===== config.mk =====
export PLATFORM = sky130hd
export DESIGN_NAME = reg_preload_ctrl
export DESIGN_NICKNAME = d
export VERILOG_FILES = /design/src/rtl/reg_preload_ctrl.sv
export SDC_FILE = /design/constraint.sdc
export NUM_CORES = 1
export LEC_CHECK = 0
export ABC_AREA = 1
export CAP_MARGIN = 20
export CORE_AREA = 3 3 181 183
export CTS_CLUSTER_SIZE = 20
export DETAILED_ROUTE_END_ITERATION = 16
export DIE_AREA = 0 0 184 186
export GPL_ROUTABILITY_DRIVEN = 1
export GPL_TIMING_DRIVEN = 0
export PLACE_DENSITY_LB_ADDON = 0.12
export SYNTH_ARGS = -nofsm -noshare
export SYNTH_HDL_FRONTEND = slang
export SYNTH_SLANG_ARGS = --single-unit
export TNS_END_PERCENT = 1

===== constraint.sdc =====
create_clock -name clk -period 7.8 [get_ports clk]
set_input_delay 2.34 -clock clk [delete_from_list [all_inputs] [get_ports clk]]
set_output_delay 2.34 -clock clk [all_outputs]
set_load 0.05 [all_outputs]

===== src/rtl/reg_preload_ctrl.sv =====
// reg_preload_ctrl
//   Fills the register file from a valid/ready stream after a start pulse.
//   Words land in x[FIRST_REG]..x[NREG-1], one register per accepted word.
//   An optional read-back pass then adds up the register contents and compares
//   the result with the sum of the streamed words. While loading or verifying,
//   the controller owns the regfile write port and stalls the core.
//
// Ports
//   clk, reset                 clock (rising edge), async active-high reset
//   start, verify_en           start pulse; verify_en is sampled with start
//   in_valid/in_data/in_ready  input word stream
//   core_write_*               core write port (passed through when idle)
//   rf_write_*                 regfile write port
//   rf_read_reg/rf_read_data   regfile asynchronous read port (used by verify)
//   busy, core_stall           high in LOAD or VERIFY
//   done, check_ok             DONE state flag and checksum result
module reg_preload_ctrl #(
    parameter int XLEN      = 64,
    parameter int NREG      = 32,
    parameter int FIRST_REG = 1
) (
    input  logic            clk,
    input  logic            reset,
    input  logic            start,
    input  logic            verify_en,
    input  logic            in_valid,
    input  logic [XLEN-1:0] in_data,
    output logic            in_ready,
    input  logic [4:0]      core_write_reg,
    input  logic [XLEN-1:0] core_write_data,
    input  logic            core_write_en,
    output logic [4:0]      rf_write_reg,
    output logic [XLEN-1:0] rf_write_data,
    output logic            rf_write_en,
    output logic [4:0]      rf_read_reg,
    input  logic [XLEN-1:0] rf_read_data,
    output logic            busy,
    output logic            core_stall,
    output logic            done,
    output logic            check_ok
);

    localparam logic [4:0] FIRST = 5'(FIRST_REG);
    localparam logic [4:0] LAST  = 5'(NREG - 1);

    typedef enum logic [1:0] {IDLE, LOAD, VERIFY, DONE} state_t;

    state_t          state, state_nxt;
    logic [4:0]      idx;
    logic [XLEN-1:0] sum_w, sum_r;
    logic            vfy;

    // state register
    always_ff @(posedge clk or posedge reset) begin
        if (reset) state <= IDLE;
        else       state <= state_nxt;
    end

    // next-state logic
    always_comb begin
        state_nxt = state;
        case (state)
            IDLE, DONE: if (start) state_nxt = LOAD;
            LOAD:       if (in_valid && idx == LAST) state_nxt = vfy ? VERIFY : DONE;
            VERIFY:     if (idx == LAST) state_nxt = DONE;
            default:    state_nxt = IDLE;
        endcase
    end

    // index, checksums and result
    always_ff @(posedge clk or posedge reset) begin
        if (reset) begin
            idx      <= FIRST;
            sum_w    <= '0;
            sum_r    <= '0;
            check_ok <= 1'b0;
            vfy      <= 1'b0;
        end else begin
            case (state)
                IDLE, DONE: begin
                    if (start) begin
                        idx      <= FIRST;
                        sum_w    <= '0;
                        sum_r    <= '0;
                        check_ok <= 1'b0;
                        vfy      <= verify_en;
                    end
                end
                LOAD: begin
                    if (in_valid) begin
                        sum_w <= sum_w + in_data;
                        if (idx == LAST) begin
                            idx <= FIRST;
                            // without a verify pass the load is trusted
                            if (!vfy) check_ok <= 1'b1;
                        end else begin
                            idx <= idx + 5'd1;
                        end
                    end
                end
                VERIFY: begin
                    sum_r <= sum_r + rf_read_data;
                    if (idx == LAST) begin
                        // include the last register read this cycle
                        check_ok <= ((sum_r + rf_read_data) == sum_w);
                        idx      <= FIRST;
                    end else begin
                        idx <= idx + 5'd1;
                    end
                end
                default: ;
            endcase
        end
    end

    // outputs; the core write port is muxed through only while idle/done
    always_comb begin
        in_ready      = 1'b0;
        rf_write_reg  = core_write_reg;
        rf_write_data = core_write_data;
        rf_write_en   = core_write_en;
        rf_read_reg   = 5'd0;
        case (state)
            LOAD: begin
                in_ready      = 1'b1;
                rf_write_reg  = idx;
                rf_write_data = in_data;
                rf_write_en   = in_valid;
            end
            VERIFY: begin
                rf_write_en = 1'b0;
                rf_read_reg = idx;
            end
            default: ;
        endcase
    end

    assign busy       = (state == LOAD) || (state == VERIFY);
    assign core_stall = busy;
    assign done       = (state == DONE);

endmodule


After elaboration in Yosys (flattened, before gate mapping)
Index checks and enable logic that the tools add are counted.
- bits in registers: 137
- bits in latches: 0
- memory bits (writable): 0
- ROM bits: 0
- input bits: 203
- word-level logic and storage cells: 56
- memories kept: 0
- add/subtract/negate cells: 3
- multiply operators: 0
- divide/modulo/power cells: 0
- $lt $le $gt $ge: 0
- equality and inequality tests: 11
- shifts and indexed selects: 0
- muxes and demuxes: 24
- bitwise operators: 0
- reductions and logical operators: 12
- operators by type and width (operator ; number):
    $pmux 64 s2 ; 2
    $mux 64 ; 3
    $add 64x64->64 ; 2
    $eq 64x64->1 ; 1
    $mux 5 ; 5
    $pmux 5 s3 ; 1
    $ne 2x2->1 const B ; 6
    $mux 1 ; 7
    $mux 2 ; 3
    $pmux 2 s3 ; 1
    $reduce_and 2->1 ; 3
    $reduce_and 3->1 ; 2
    $add 5x1->5 const B ; 1
    $eq 5x5->1 const B ; 1
    $reduce_and 5->1 ; 1
    $eq 2x2->1 const B ; 2
    $reduce_bool 2->1 ; 2
    $pmux 1 s3 ; 1
    $eq 2x1->1 const B ; 1
    $logic_not 2->1 ; 1
    $pmux 1 s2 ; 1
    $reduce_or 2->1 ; 1
    $logic_and 1x1->1 ; 1
    $logic_or 1x1->1 ; 1

Depth between registers and ports, before layout
Gate-level depths: netlist (run 1).
- depth in word-level cells: 4
- gate-level depth with buffers: 26
- mapped depth without buffers: 26

Worst setup path before layout (run 1)
No wires, ideal clock.
- path kind: input to output
- start point: input port in_valid
- end point: output port rf_write_en
- arrival: 3.490 ns
- setup slack: 1.970 ns
- cell stages on the path: 2
- cells stage by stage: nand2_1 o21ai_0
- cells in the longest elaborated chain, start to end: 1
- RTL lines (item ; RTL line ; text):
    start, declared ; 26 ; input logic in_valid,
    $pmux 1 s2 ; 123 ; case (state)
    end, declared ; 34 ; output logic rf_write_en,
Every way passes these cells.

Worst setup path in the final report (run 1)
- start point: input port in_data[41]
- end point: output port rf_write_data[41]
- cells in the longest elaborated chain, start to end: 1
- RTL lines (item ; RTL line ; text):
    start, declared ; 27 ; input logic [XLEN-1:0] in_data,
    $mux 64 ; 123 ;
    end, declared ; 33 ; output logic [XLEN-1:0] rf_write_data,
Every way passes these cells.

==> flow_summary.yaml, run 1 <==
global_route:
  grt_overflow: 0
  grt_max_degree: 93
  grt_pass1_vias: 19646
  number_of_antenna_violations_at_the_first_check_in_global_routing: 0
  grt_util_all_layers_pct: 39.2
  first_pass_grt_wire_length_um: 104000
placement:
  routabilityCongestion: 1.06
  post-dp-hpwl_um: 58100
  numPortBuffers: 282
  placement.setup.worst_slack_ns: 1.46
detailed_routing:
  route.detailed.drc: 0
  met2WireLength_um: 29500
  detail_route_met3_wl_um: 8390
  detail-route-antenna-nets: 0
  dr.first_iter.drc_count: 2048
  viasPerCell: 5.73
  wl_per_instance_um: 18.5
  drt_first_pass_iters: 8
  drt-met1-wl_um: 28600
  highest_layer: "met4"
  via_count: 21350
  detail_route.wirelength_um: 69200
logic_synthesis:
  synth-simple-area-share_pct: 39.0
  synth_ff_type: "sky130_fd_sc_hd__dfrtp_1"
  synth_top_family_by_area: "simple AND/OR/NAND/NOR gates"
  complex_gate_fraction_of_the_synthesized_area_pct: 15.9
  synthesis.area_per_instance_um2: 5.68
  synth_mux_area_share_pct: 0
  share_of_the_synthesized_area_in_the_top_cell_type_pct: 23.7
  mappedNetlistArea_um2: 17100
  synth.largest_area_cell: "sky130_fd_sc_hd__nand2_1"
  synth-seq-area-share_pct: 20.1
  asyncSetResetFlopFracSynth_pct: 100
  yosysUniqueCellTypes: 53
  post_synth_fa_ha_maj_area_fraction_pct: 9.82
  synth-seq-cells: 137
  postSynthNetCount: 3347
  netlist_instances: 3011
  synth.area.top_cells: "sky130_fd_sc_hd__nand2_1, sky130_fd_sc_hd__dfrtp_1, sky130_fd_sc_hd__inv_1, sky130_fd_sc_hd__ha_1, sky130_fd_sc_hd__nor2_1"
  number_of_synthesized_flops_with_an_enable_pin: 0
  yosys_warnings: 0
  synth_xor_area_share_pct: 2.33
finish:
  design.final.nets: 3650
  layout-area-overhead-vs-synth_pct: 23.1
  diodes: 0
  final_core_util_pct: 67.0
  fillCellCount: 2878
  fraction_of_layout_instances_using_a_drive_strength_above_1_pct: 2.49
sta:
  crit_path_time_final_ns: 6.36
  max-slew-margin-rel_pct: 37.2
  tightest_slew_ns: 0.936
  final_setup_viols: 0
  grt_setup_unrepaired: "false"
  final_min_period_over_clock_period_pct: 81.6
  setup_total_negative_slack_ns: 0
  worst_clock_skew_ns: 0.0142
  final_hold_viol_count: 0
  max_slew_violation_total_from_the_final_report: 0
  fmaxAchievable_mhz: 157
  layout_setup_ws_ns: 1.44
die:
  floorplan.die.height_um: 186
  die_width_um: 184
  coreArea_um2: 31400
  die-area_um2: 34200
  io_pins: 283
  initial_utilization_pct: 54.5
  placement_rows: 65
setup_path:
  timing.setup.critical_path_class: "primary input to output pin"
  worstPathArrival_ns: 4.02
  cp.required_ns: 5.46
  end_kind: "output pin"
  critPathMaxStageDelay_ns: 0.87
  crit_start_category: "primary input"
  worst-path-max-fanout: 2
  critical-path-slowest-cell: "sky130_fd_sc_hd__clkdlybuf4s50_1"
  critical_path.cell_chain: "clkdlybuf4s50_1 -> nand2_1 -> nand2_1 -> clkdlybuf4s50_1"
run_status:
  run_status: "completed"
power_and_ir_drop:
  power_frac_seq_pct: 14.6
  standby_leakage_power_nw: 11.3
  final_power_w: 0.00893
  logic_pwr_share_pct: 75.9
  power_density_nw_per_um2: 424
  clock_power_share_pct: 9.5
  vdd.ir_drop.worst_mv: 0.333
  p_int_w: 0.00362
  p_sw_w: 0.00531
  power.switching_fraction_pct: 59.4
clock_network:
  clkSlewWorstSetupHoldPaths_ns: 0.07
  clock_tree_from_tritoncts: "built"
  clock_insertion_delay_worst_skew_ns: 0.45
  h-tree-depth: 4
  numCtsBuffers: 17
  cts.sink_count: 137
  cts-root-buf: "sky130_fd_sc_hd__clkbuf_16"
  number_of_buffers_on_the_longest_clock_path: 2
  postCtsSetupRepairBufs: 0
  cts_hold_buf: 0
  postCtsResizedCells: 0
min_path:
  classification_of_the_worst_slack_hold_path: "flip-flop to flip-flop"
job:
  cap_viol_max_count: 0
## critical path: cells and delay by family
| family | cells | cell delay, ns |
|---|---|---|
| buffers and inverters | 2 | 1.45 |
| AND/OR/NAND/NOR | 2 | 0.22 |
## per-layer routing
layer	vias up	GRT usage (%)
met3	163	7.29
met2	1291	60.9
met4	0	15.2
met5	-	0
met1	9677	54.3
li1	10219	-
## synthesized netlist by cell type, types with 2 or more instances
| master | n |
|---|---|
| sky130_fd_sc_hd__xor2_1 | 15 |
| sky130_fd_sc_hd__a211oi_1 | 3 |
| sky130_fd_sc_hd__o31ai_1 | 2 |
| sky130_fd_sc_hd__nand2_1 | 1082 |
| sky130_fd_sc_hd__a21oi_2 | 2 |
| sky130_fd_sc_hd__a21o_1 | 3 |
| sky130_fd_sc_hd__a21oi_1 | 195 |
| sky130_fd_sc_hd__buf_1 | 3 |
| sky130_fd_sc_hd__nor2_1 | 272 |
| sky130_fd_sc_hd__nand3_2 | 7 |
| sky130_fd_sc_hd__nor3_1 | 22 |
| sky130_fd_sc_hd__a31oi_1 | 19 |
| sky130_fd_sc_hd__o21ai_0 | 142 |
| sky130_fd_sc_hd__o21ai_1 | 4 |
| sky130_fd_sc_hd__clkbuf_1 | 36 |
| sky130_fd_sc_hd__nand4_1 | 25 |
| sky130_fd_sc_hd__ha_1 | 131 |
| sky130_fd_sc_hd__o21a_1 | 8 |
| sky130_fd_sc_hd__fa_1 | 2 |
| sky130_fd_sc_hd__xnor3_1 | 8 |
| sky130_fd_sc_hd__nor2_2 | 6 |
| sky130_fd_sc_hd__dfrtp_1 | 136 |
| sky130_fd_sc_hd__clkinv_1 | 2 |
| sky130_fd_sc_hd__or2_2 | 2 |
| sky130_fd_sc_hd__nand3_1 | 168 |
| sky130_fd_sc_hd__nor2_4 | 2 |
| sky130_fd_sc_hd__nor4_1 | 5 |
| sky130_fd_sc_hd__a21boi_0 | 5 |
| sky130_fd_sc_hd__o22ai_1 | 82 |
| sky130_fd_sc_hd__buf_4 | 2 |
| sky130_fd_sc_hd__nand2_2 | 20 |
| sky130_fd_sc_hd__inv_1 | 539 |
| sky130_fd_sc_hd__xnor2_1 | 10 |
| sky130_fd_sc_hd__and2_1 | 2 |
| sky130_fd_sc_hd__nand3b_1 | 19 |
| sky130_fd_sc_hd__o21bai_1 | 12 |
| sky130_fd_sc_hd__o221ai_1 | 2 |
## final cells by class
cell class,count,area (µm²),area share (%)
multi-input combinational,2290,11500,54.5
sequential,137,3430,16.3
inverter,542,2040,9.69
clock inverter,14,150,0.713
timing repair buffer,284,2860,13.6
tap,402,503,2.39
clock buffer,18,429,2.04
buffer,42,166,0.791
## sequential cells by signal, indices dropped and copies added, names as in the netlist
signal	flops
vfy	1
sum_r	64
state	2
check_ok	1
sum_w	64
idx	5
## path summary, 6_finish.rpt
check,start,cells after the start,slack (ns),end
setup / recovery,in_data[41],4,1.44,rf_write_data[41]
min in group asynchronous,reset,2,2.28,sum_r[7]
hold reg to reg,check_ok,2,0.53,check_ok
hold / removal,check_ok,2,0.53,check_ok
setup reg to reg,sum_r[2],20,4.34,check_ok
max in group asynchronous,reset,3,4.65,sum_w[55]
## power by group through the flow
| stage | Sequential [W] | Clock (W) | Combinational, W |
|---|---|---|---|
| after floorplan | 0.00117 | 0 | 0.00460 |
| after CTS | 0.00128 | 0.000838 | 0.00660 |
| final | 0.00131 | 0.000845 | 0.00678 |
| after global routing | 0.00132 | 0.000865 | 0.00735 |
| after global placement | 0.00128 | 0 | 0.00640 |
| after detailed placement | 0.00129 | 0 | 0.00655 |
## through the flow
| stage | cell area (µm²) | std cells | hold WS (ns) |
|---|---|---|---|
| 2_1_floorplan | 17100 | 3011 | 0.496 |
| 3_3_place_gp | 20400 | 3695 | 0.472 |
| 3_5_place_dp | 20500 | 3697 | 0.480 |
| 4_1_cts | 21000 | 3729 | 0.515 |
| 5_1_grt | 21000 | 3729 | 0.532 |
| 6_report | 21000 | 3729 | 0.527 |
## cell usage in the layout, fill, tap and decap left out, types with 6 or more instances in the layout
cell type                         instances
sky130_fd_sc_hd__xor2_1                  15
sky130_fd_sc_hd__clkbuf_16               17
sky130_fd_sc_hd__nand3_2                  7
sky130_fd_sc_hd__a31oi_1                 19
sky130_fd_sc_hd__nand3_1                168
sky130_fd_sc_hd__nor2_2                   6
sky130_fd_sc_hd__nand2_1               1082
sky130_fd_sc_hd__clkbuf_1                37
sky130_fd_sc_hd__clkdlybuf4s50_1        282
sky130_fd_sc_hd__nor2_1                 272
sky130_fd_sc_hd__xnor2_1                 10
sky130_fd_sc_hd__o21a_1                   8
sky130_fd_sc_hd__o21bai_1                12
sky130_fd_sc_hd__inv_1                  538
sky130_fd_sc_hd__nand2_2                 20
sky130_fd_sc_hd__nor3_1                  22
sky130_fd_sc_hd__nand3b_1                19
sky130_fd_sc_hd__nand4_1                 25
sky130_fd_sc_hd__ha_1                   131
sky130_fd_sc_hd__o22ai_1                 82
sky130_fd_sc_hd__xnor3_1                  8
sky130_fd_sc_hd__o21ai_0                142
sky130_fd_sc_hd__dfrtp_1                136
sky130_fd_sc_hd__a21oi_1                195
## cells by family after synthesis
kind of cell    count (synthesis)
compound gates                489
xor+xnor                       33
simple gates                 1635
buf+inv                       584
fa+ha+maj                     133
flops                         137
(Power assumes the default switching activity.)
==> run 2: changes to the inputs <==
--- a/config.mk
+++ b/config.mk
@@ -7,10 +7,10 @@
 export LEC_CHECK = 0
 export ABC_AREA = 1
 export CAP_MARGIN = 20
-export CORE_AREA = 3 3 181 183
+export CORE_AREA = 3 3 189 191
 export CTS_CLUSTER_SIZE = 20
 export DETAILED_ROUTE_END_ITERATION = 16
-export DIE_AREA = 0 0 184 186
+export DIE_AREA = 0 0 192 194
 export GPL_ROUTABILITY_DRIVEN = 1
 export GPL_TIMING_DRIVEN = 0
 export PLACE_DENSITY_LB_ADDON = 0.12
==> constraint.sdc (replaced) <==
create_clock -name clk -period 5.4 [get_ports clk]
set_input_delay 1.62 -clock clk [delete_from_list [all_inputs] [get_ports clk]]
set_output_delay 1.62 -clock clk [all_outputs]
set_load 0.05 [all_outputs]
==> run 2 against run 1 <==
Against the previous run:
- register-to-register slack lost 2.5 ns
- sequential cell count is the same
- clock power grew 66%
- via count shrank 1.3%
- cell area grew 0.76%
- setup slack lost 1.1 ns
- die area grew 8.8%
- clock skew shrank 0.0026 ns
- power grew 46%
- sequential share of layout area shrank 0.12 points
- first-iteration DRC count shrank 5.2%
- global-route usage shrank 2.6 points
- highest routed layer unchanged
==> flow_summary.yaml, run 2 (synthesis gave the netlist of run 1 again) <==
run_status:
  run_status: "completed"
global_route:
  grt_pass1_vias: 19705
  number_of_antenna_violations_at_the_first_check_in_global_routing: 0
  grt_overflow: 0
  grt_util_all_layers_pct: 36.6
  first_pass_grt_wire_length_um: 105000
  grt_max_degree: 93
power_and_ir_drop:
  power_frac_seq_pct: 14.5
  power.switching_fraction_pct: 58.5
  p_sw_w: 0.00763
  power_density_nw_per_um2: 615
  clock_power_share_pct: 10.8
  standby_leakage_power_nw: 11.4
  logic_pwr_share_pct: 74.7
  p_int_w: 0.00542
  vdd.ir_drop.worst_mv: 0.484
die:
  placement_rows: 68
  initial_utilization_pct: 49.9
  floorplan.die.height_um: 194
  die_width_um: 192
  die-area_um2: 37200
  io_pins: 283
  coreArea_um2: 34300
clock_network:
  clock_tree_from_tritoncts: "built"
  clock_insertion_delay_worst_skew_ns: 0.45
  cts.sink_count: 137
  postCtsResizedCells: 0
  number_of_buffers_on_the_longest_clock_path: 2
  postCtsSetupRepairBufs: 0
  h-tree-depth: 4
  cts-root-buf: "sky130_fd_sc_hd__clkbuf_16"
  cts_hold_buf: 0
  clkSlewWorstSetupHoldPaths_ns: 0.06
  numCtsBuffers: 17
placement:
  routabilityCongestion: 1.03
  numPortBuffers: 282
  post-dp-hpwl_um: 58700
  dp.cells: 3750
setup_path:
  critical_path.cell_chain: "inv_1 -> ha_1 -> clkbuf_1 -> clkbuf_1 -> clkbuf_1 -> nand2_1 -> nand2_1 -> clkdlybuf4s50_1"
  critical-path-top-cell-by-count: "sky130_fd_sc_hd__clkbuf_1"
  critical-path-slowest-cell: "sky130_fd_sc_hd__clkdlybuf4s50_1"
  timing.critical_path.from: "state[1]"
  worst-path-max-fanout: 10
  worstPathArrival_ns: 3.42
  cp.required_ns: 3.78
  worstReg2RegStart: "sum_r[0]"
  timing.setup.critical_path_class: "flip-flop to output pin"
  critPathMaxStageDelay_ns: 0.87
  end_kind: "output pin"
  crit_start_category: "flip-flop"
sta:
  crit_path_time_final_ns: 5.04
  max_slew_violation_total_from_the_final_report: 0
  worst_clock_skew_ns: 0.0116
  max-slew-margin-rel_pct: 31.6
  final_min_period_over_clock_period_pct: 93.3
  final_setup_viols: 0
  fmaxAchievable_mhz: 198
  grt_setup_unrepaired: "false"
  tightest_slew_ns: 1.02
  final_hold_viol_count: 0
min_path:
  hold_path.startpoint: "check_ok"
  classification_of_the_worst_slack_hold_path: "flip-flop to flip-flop"
finish:
  final-instance-count-excl-fill: 3782
  top_library_cells_by_usage_in_the_layout_fill_and_taps_aside: "sky130_fd_sc_hd__nand2_1, sky130_fd_sc_hd__inv_1, sky130_fd_sc_hd__clkdlybuf4s50_1"
  fraction_of_layout_instances_using_a_drive_strength_above_1_pct: 2.49
  design.final.nets: 3650
  final_core_util_pct: 61.9
  reg.largest.list: "sum_r x64, sum_w x64, idx x5"
  diodes: 0
  layout-area-overhead-vs-synth_pct: 24.0
  fillCellCount: 3402
  most_common_cell_after_layout_fill_and_taps_aside: "sky130_fd_sc_hd__nand2_1"
detailed_routing:
  detail_route.wirelength_um: 69800
  detail-route-antenna-nets: 0
  dr.first_iter.drc_count: 1941
  wl_per_instance_um: 18.4
  via_count: 21080
  route.detailed.drc: 0
  viasPerCell: 5.57
  drt_first_pass_iters: 8
job:
  cap_viol_max_count: 0
run 2: path summary, 6_finish.rpt:
kind,cells past startpoint,slack (ns),end
min,2,0.52,check_ok
max,8,0.36,rf_write_data[41]
min in group asynchronous,2,1.58,sum_r[8]
max reg2reg,24,1.82,check_ok
max in group asynchronous,3,2.93,sum_w[55]
min reg2reg,2,0.52,check_ok
run 2: routing by layer:
layer	up-vias	global-route usage, %	routed length, µm
met3	164	5.44	7340
met1	9556	52.6	30300
met5	-	0	0
met4	0	15.0	2920
met2	1136	54.8	29200
li1	10224	-	-
run 2: power groups by stage:
stage	clock network (W)	logic [W]	registers, W
2_1_floorplan	0	0.00664	0.00169
3_3_place_gp	0	0.00930	0.00186
3_5_place_dp	0	0.00947	0.00188
4_1_cts	0.00140	0.00953	0.00186
5_1_grt	0.00144	0.0106	0.00192
6_report	0.00140	0.00975	0.00189
run 2: final cells by class:
type | count | area (µm²) | share of cell area (%)
clock buffer | 22 | 484 | 2.28
timing repair buffer | 284 | 2860 | 13.5
sequential | 137 | 3430 | 16.2
clock inverter | 10 | 189 | 0.891
multi-input combinational | 2290 | 11500 | 54.1
tap | 455 | 569 | 2.68
buffer | 42 | 166 | 0.785
inverter | 542 | 2040 | 9.62
run 2: worst max-delay path, delay by kind of cell (launching register included):
kind	cells	cell delay [ns]
fa+ha+maj	1	0.18
simple gates	2	0.22
buf+inv	5	2.18
flops	1	0.40
run 2: per-stage QoR:
| step | TNS, ns | setup slack, ns | area (µm²) | total power [W] | hold WS [ns] |
|---|---|---|---|---|---|
| after floorplan | 0 | 0.114 | 17100 | 0.00834 | 0.496 |
| after global placement | -301.84 | -2.24 | 20500 | 0.0112 | 0.483 |
| after detailed placement | 0 | 0.193 | 20500 | 0.0114 | 0.490 |
| after CTS | 0 | 0.341 | 21200 | 0.0128 | 0.512 |
| after global routing | 0 | 0.139 | 21200 | 0.0140 | 0.553 |
| final | 0 | 0.359 | 21200 | 0.0130 | 0.518 |
==> run 3: changes to the inputs <==
--- a/config.mk
+++ b/config.mk
@@ -5,12 +5,12 @@
 export SDC_FILE = /design/constraint.sdc
 export NUM_CORES = 1
 export LEC_CHECK = 0
-export ABC_AREA = 1
+export ABC_AREA = 0
 export CAP_MARGIN = 20
-export CORE_AREA = 3 3 189 191
+export CORE_AREA = 3 3 180 182
 export CTS_CLUSTER_SIZE = 20
 export DETAILED_ROUTE_END_ITERATION = 16
-export DIE_AREA = 0 0 192 194
+export DIE_AREA = 0 0 183 185
 export GPL_ROUTABILITY_DRIVEN = 1
 export GPL_TIMING_DRIVEN = 0
 export PLACE_DENSITY_LB_ADDON = 0.12
==> run 3 against run 2 <==
Against the previous run:
- the flow now finishes with violations (negative setup slack)
- global-route usage fell by 4.8 points
- routed wire length decreased by 20%
- synthesized cell count shrank 39%
- count of clock-buffer cells in the layout is 3 lower
- sequential power decreased by 9%
- clock power down 13%
- setup slack worse by 0.41 ns
- final cell count fell by 32%
- clock skew rose by 0.0074 ns
- core utilization up 3.2 points
- cell area down 5.6%
- largest cell class unchanged
- highest routed layer is now met5
==> flow_summary.yaml, run 3 <==
sta:
  tightest_slew_ns: 1.06
  max-slew-margin-rel_pct: 29.4
  setup_total_negative_slack_ns: -0.0556
  layout_setup_ws_ns: -0.0556
  worst_clock_skew_ns: 0.0191
  worst_hold_slack_ns: 0.485
  max_slew_violation_total_from_the_final_report: 0
  final_min_period_over_clock_period_pct: 101
  final_setup_viols: 1
  fmaxAchievable_mhz: 183
  crit_path_time_final_ns: 5.46
  final_hold_viol_count: 0
  grt_setup_unrepaired: "true"
detailed_routing:
  viasPerCell: 6.19
  via_count: 16017
  detail-route-antenna-nets: 0
  detail_route.wirelength_um: 55500
  route.detailed.drc: 0
  wl_per_instance_um: 21.4
  dr.first_iter.drc_count: 1405
  drt_first_pass_iters: 5
power_and_ir_drop:
  power_density_nw_per_um2: 517
  power.switching_fraction_pct: 52.3
  p_sw_w: 0.00541
  vdd.ir_drop.worst_mv: 0.418
  logic_pwr_share_pct: 71.6
  p_int_w: 0.00494
  power_frac_seq_pct: 16.6
  standby_leakage_power_nw: 8.67
  final_power_w: 0.0103
  clock_power_share_pct: 11.8
die:
  die-area_um2: 33900
  io_pins: 283
  floorplan.die.height_um: 185
  initial_utilization_pct: 49.1
  placement_rows: 64
  coreArea_um2: 30700
  die_width_um: 183
finish:
  multi_input_area_um2: 11800
  layout-area-overhead-vs-synth_pct: 32.7
  fillCellCount: 2664
  final_core_util_pct: 65.1
  most_common_cell_after_layout_fill_and_taps_aside: "sky130_fd_sc_hd__clkdlybuf4s50_1"
  diodes: 0
  fraction_of_layout_instances_using_a_drive_strength_above_1_pct: 13.9
  top_library_cells_by_usage_in_the_layout_fill_and_taps_aside: "sky130_fd_sc_hd__clkdlybuf4s50_1, sky130_fd_sc_hd__nand2_1, sky130_fd_sc_hd__o21ai_0"
  regArea_um2: 3430
  design.final.nets: 2516
  reg.largest.list: "sum_r x64, sum_w x64, idx x5"
global_route:
  grt.met2_usage_pct: 50.7
  grt_max_degree: 79
  grt_util_all_layers_pct: 31.8
  grtUsageMet3_pct: 6.01
  first_pass_grt_wire_length_um: 84400
  grt_most_used_layer: "met2"
  grtUsageMet1_pct: 42.9
  grt_pass1_vias: 15582
  grt_overflow: 0
  number_of_antenna_violations_at_the_first_check_in_global_routing: 1
clock_network:
  cts-root-buf: "sky130_fd_sc_hd__clkbuf_16"
  number_of_buffers_on_the_longest_clock_path: 2
  numCtsBuffers: 17
  h-tree-depth: 4
  cts_hold_buf: 0
  clock_tree_from_tritoncts: "built"
  clkSlewWorstSetupHoldPaths_ns: 0.07
  clock_insertion_delay_worst_skew_ns: 0.45
  cts.sink_count: 137
logic_synthesis:
  synth-seq-cells: 137
  synthTopCellsByCount: "sky130_fd_sc_hd__nand2_1, sky130_fd_sc_hd__o21ai_0, sky130_fd_sc_hd__a21oi_1, sky130_fd_sc_hd__dfrtp_1, sky130_fd_sc_hd__ha_1"
  yosysUniqueCellTypes: 102
  mappedNetlistArea_um2: 15100
  share_of_the_synthesized_area_in_the_top_cell_type_pct: 22.6
  synth_most_common_cell: "sky130_fd_sc_hd__nand2_1"
  asyncSetResetFlopFracSynth_pct: 100
  synthesis.area_per_instance_um2: 8.21
  synth-seq-area-share_pct: 22.7
  synth.largest_area_cell: "sky130_fd_sc_hd__dfrtp_1"
  synth.area.top_cells: "sky130_fd_sc_hd__dfrtp_1, sky130_fd_sc_hd__ha_1, sky130_fd_sc_hd__o21ai_0, sky130_fd_sc_hd__mux2_2, sky130_fd_sc_hd__nand2_1"
  netlist_instances: 1837
  yosys_warnings: 0
  number_of_synthesized_flops_with_an_enable_pin: 0
  synth_ff_type: "sky130_fd_sc_hd__dfrtp_1"
  postSynthNetCount: 2173
job:
  cap_viol_max_count: 0
setup_path:
  worstPathArrival_ns: 5.84
  cpLargestDelayFamily: "compound AO/OA/AOI/OAI gates"
  critical-path-slowest-cell: "sky130_fd_sc_hd__or4_4"
  critical_path_buf_inv_count: 3
  critical_path.cell_chain: "clkdlybuf4s50_1 -> ha_2 -> nor2b_2 -> o31a_1 -> buf_4 -> buf_4 -> a21oi_4 -> a21oi_1 -> xor2_1 -> a22o_1 -> a2111oi_4 -> o2111a_1 -> nand4b_1 -> or4_4 -> nor4_4 -> nand4_1 -> nand2_1"
  cp.required_ns: 5.78
  critPathMaxStageDelay_ns: 0.56
  crit_start_category: "primary input"
  worst-path-max-fanout: 4
  end_kind: "flip-flop"
  critical-path-top-cell-by-count: "sky130_fd_sc_hd__buf_4"
  timing.setup.critical_path_class: "primary input to flip-flop"
run_status:
  violations: "negative setup slack"
  run_status: "finished with violations"
placement:
  routabilityCongestion: 0.970
  post-dp-hpwl_um: 43100
  numPortBuffers: 282
min_path:
  classification_of_the_worst_slack_hold_path: "flip-flop to flip-flop"
run 3: changes by cell type after synthesis, sizes merged, moves of 79 or more:
cell and delta:
o22ai -80, nand2 -884, inv -488, nor2 -184, nand3 -134, xnor2 +79
run 3: through the flow:
stage / worst slack, ns / std cells / instance area (µm²)
detailed placement: -1.25 / 2516 / 18400
global placement: -2.33 / 2515 / 18400
finish: -0.0556 / 2589 / 20000
CTS: -0.0709 / 2567 / 19400
global route: -0.165 / 2589 / 20000
floorplan: 0.114 / 1837 / 15100
run 3: routing by layer:
metal | up-vias | share of wire, %
met5 | - | 0.029
met4 | 2 | 3.8
met1 | 7560 | 43
met2 | 783 | 45
met3 | 136 | 8.3
li1 | 7536 | -
run 3: worst register-to-register path: stages (launching register included):
cell and delay, ns:
sky130_fd_sc_hd__dfrtp_1 0.39, sky130_fd_sc_hd__ha_2 0.20, sky130_fd_sc_hd__buf_4 0.14, sky130_fd_sc_hd__a211oi_4 0.26
sky130_fd_sc_hd__buf_4 0.18, sky130_fd_sc_hd__nor4_4 0.05, sky130_fd_sc_hd__o31a_4 0.38, sky130_fd_sc_hd__a211oi_4 0.27
sky130_fd_sc_hd__buf_6 0.15, sky130_fd_sc_hd__o21ai_2 0.09, sky130_fd_sc_hd__a21oi_4 0.17, sky130_fd_sc_hd__xnor3_1 0.22
sky130_fd_sc_hd__a31o_2 0.22, sky130_fd_sc_hd__or4_1 0.53, sky130_fd_sc_hd__or4_4 0.48, sky130_fd_sc_hd__nor4_4 0.24
sky130_fd_sc_hd__nand4_1 0.17, sky130_fd_sc_hd__nand2_1 0.11
run 3: cell type report:
| cell class | instances | area share, % |
|---|---|---|
| clock inverter | 13 | 0.675 |
| buffer | 77 | 1.81 |
| multi-input combinational | 1569 | 58.7 |
| tap | 396 | 2.48 |
| timing repair buffer | 326 | 15.9 |
| sequential | 137 | 17.1 |
| clock buffer | 19 | 2.26 |
| inverter | 52 | 1.00 |
run 3: final timing paths:
path	from	to	slack [ns]	cells after the start
worst max-delay path	rf_read_data[2]	check_ok	-0.06	17
worst min-delay path	sum_r[30]	sum_r[30]	0.48	2
worst max register to register	sum_r[0]	check_ok	1.09	17
worst min register to register	sum_r[30]	sum_r[30]	0.48	2
max in group asynchronous	reset	idx[0]	2.92	3
min in group asynchronous	reset	sum_r[40]	1.61	2
run 3: what timing repair did:
action                     CTS  global route
setup buffers               18            25
resized for setup           43           112
pin swaps                   23            53
setup endpoints to repair    8             7
gates cloned                 1             0
run 3: power by group through the flow:
stage	Combinational, W	Sequential, W	Clock, W
after floorplan	0.00495	0.00158	0
after global placement	0.00671	0.00170	0
after detailed placement	0.00680	0.00171	0
after CTS	0.00699	0.00170	0.00123
after global routing	0.00799	0.00175	0.00127
final	0.00741	0.00172	0.00122
run 3: cells by family (layout without fill, tap and decap cells):
family	Yosys count	after routing	share of synthesized area [%]
AO/OA/AOI/OAI	619	620	27.6
AND/OR/NAND/NOR	575	575	18.7
XOR/XNOR	164	164	10.5
flip-flops	137	137	22.7
adder cells (fa/ha/maj)	133	133	11.1
buffers and inverters	132	487	3.57
multiplexers	77	77	5.72
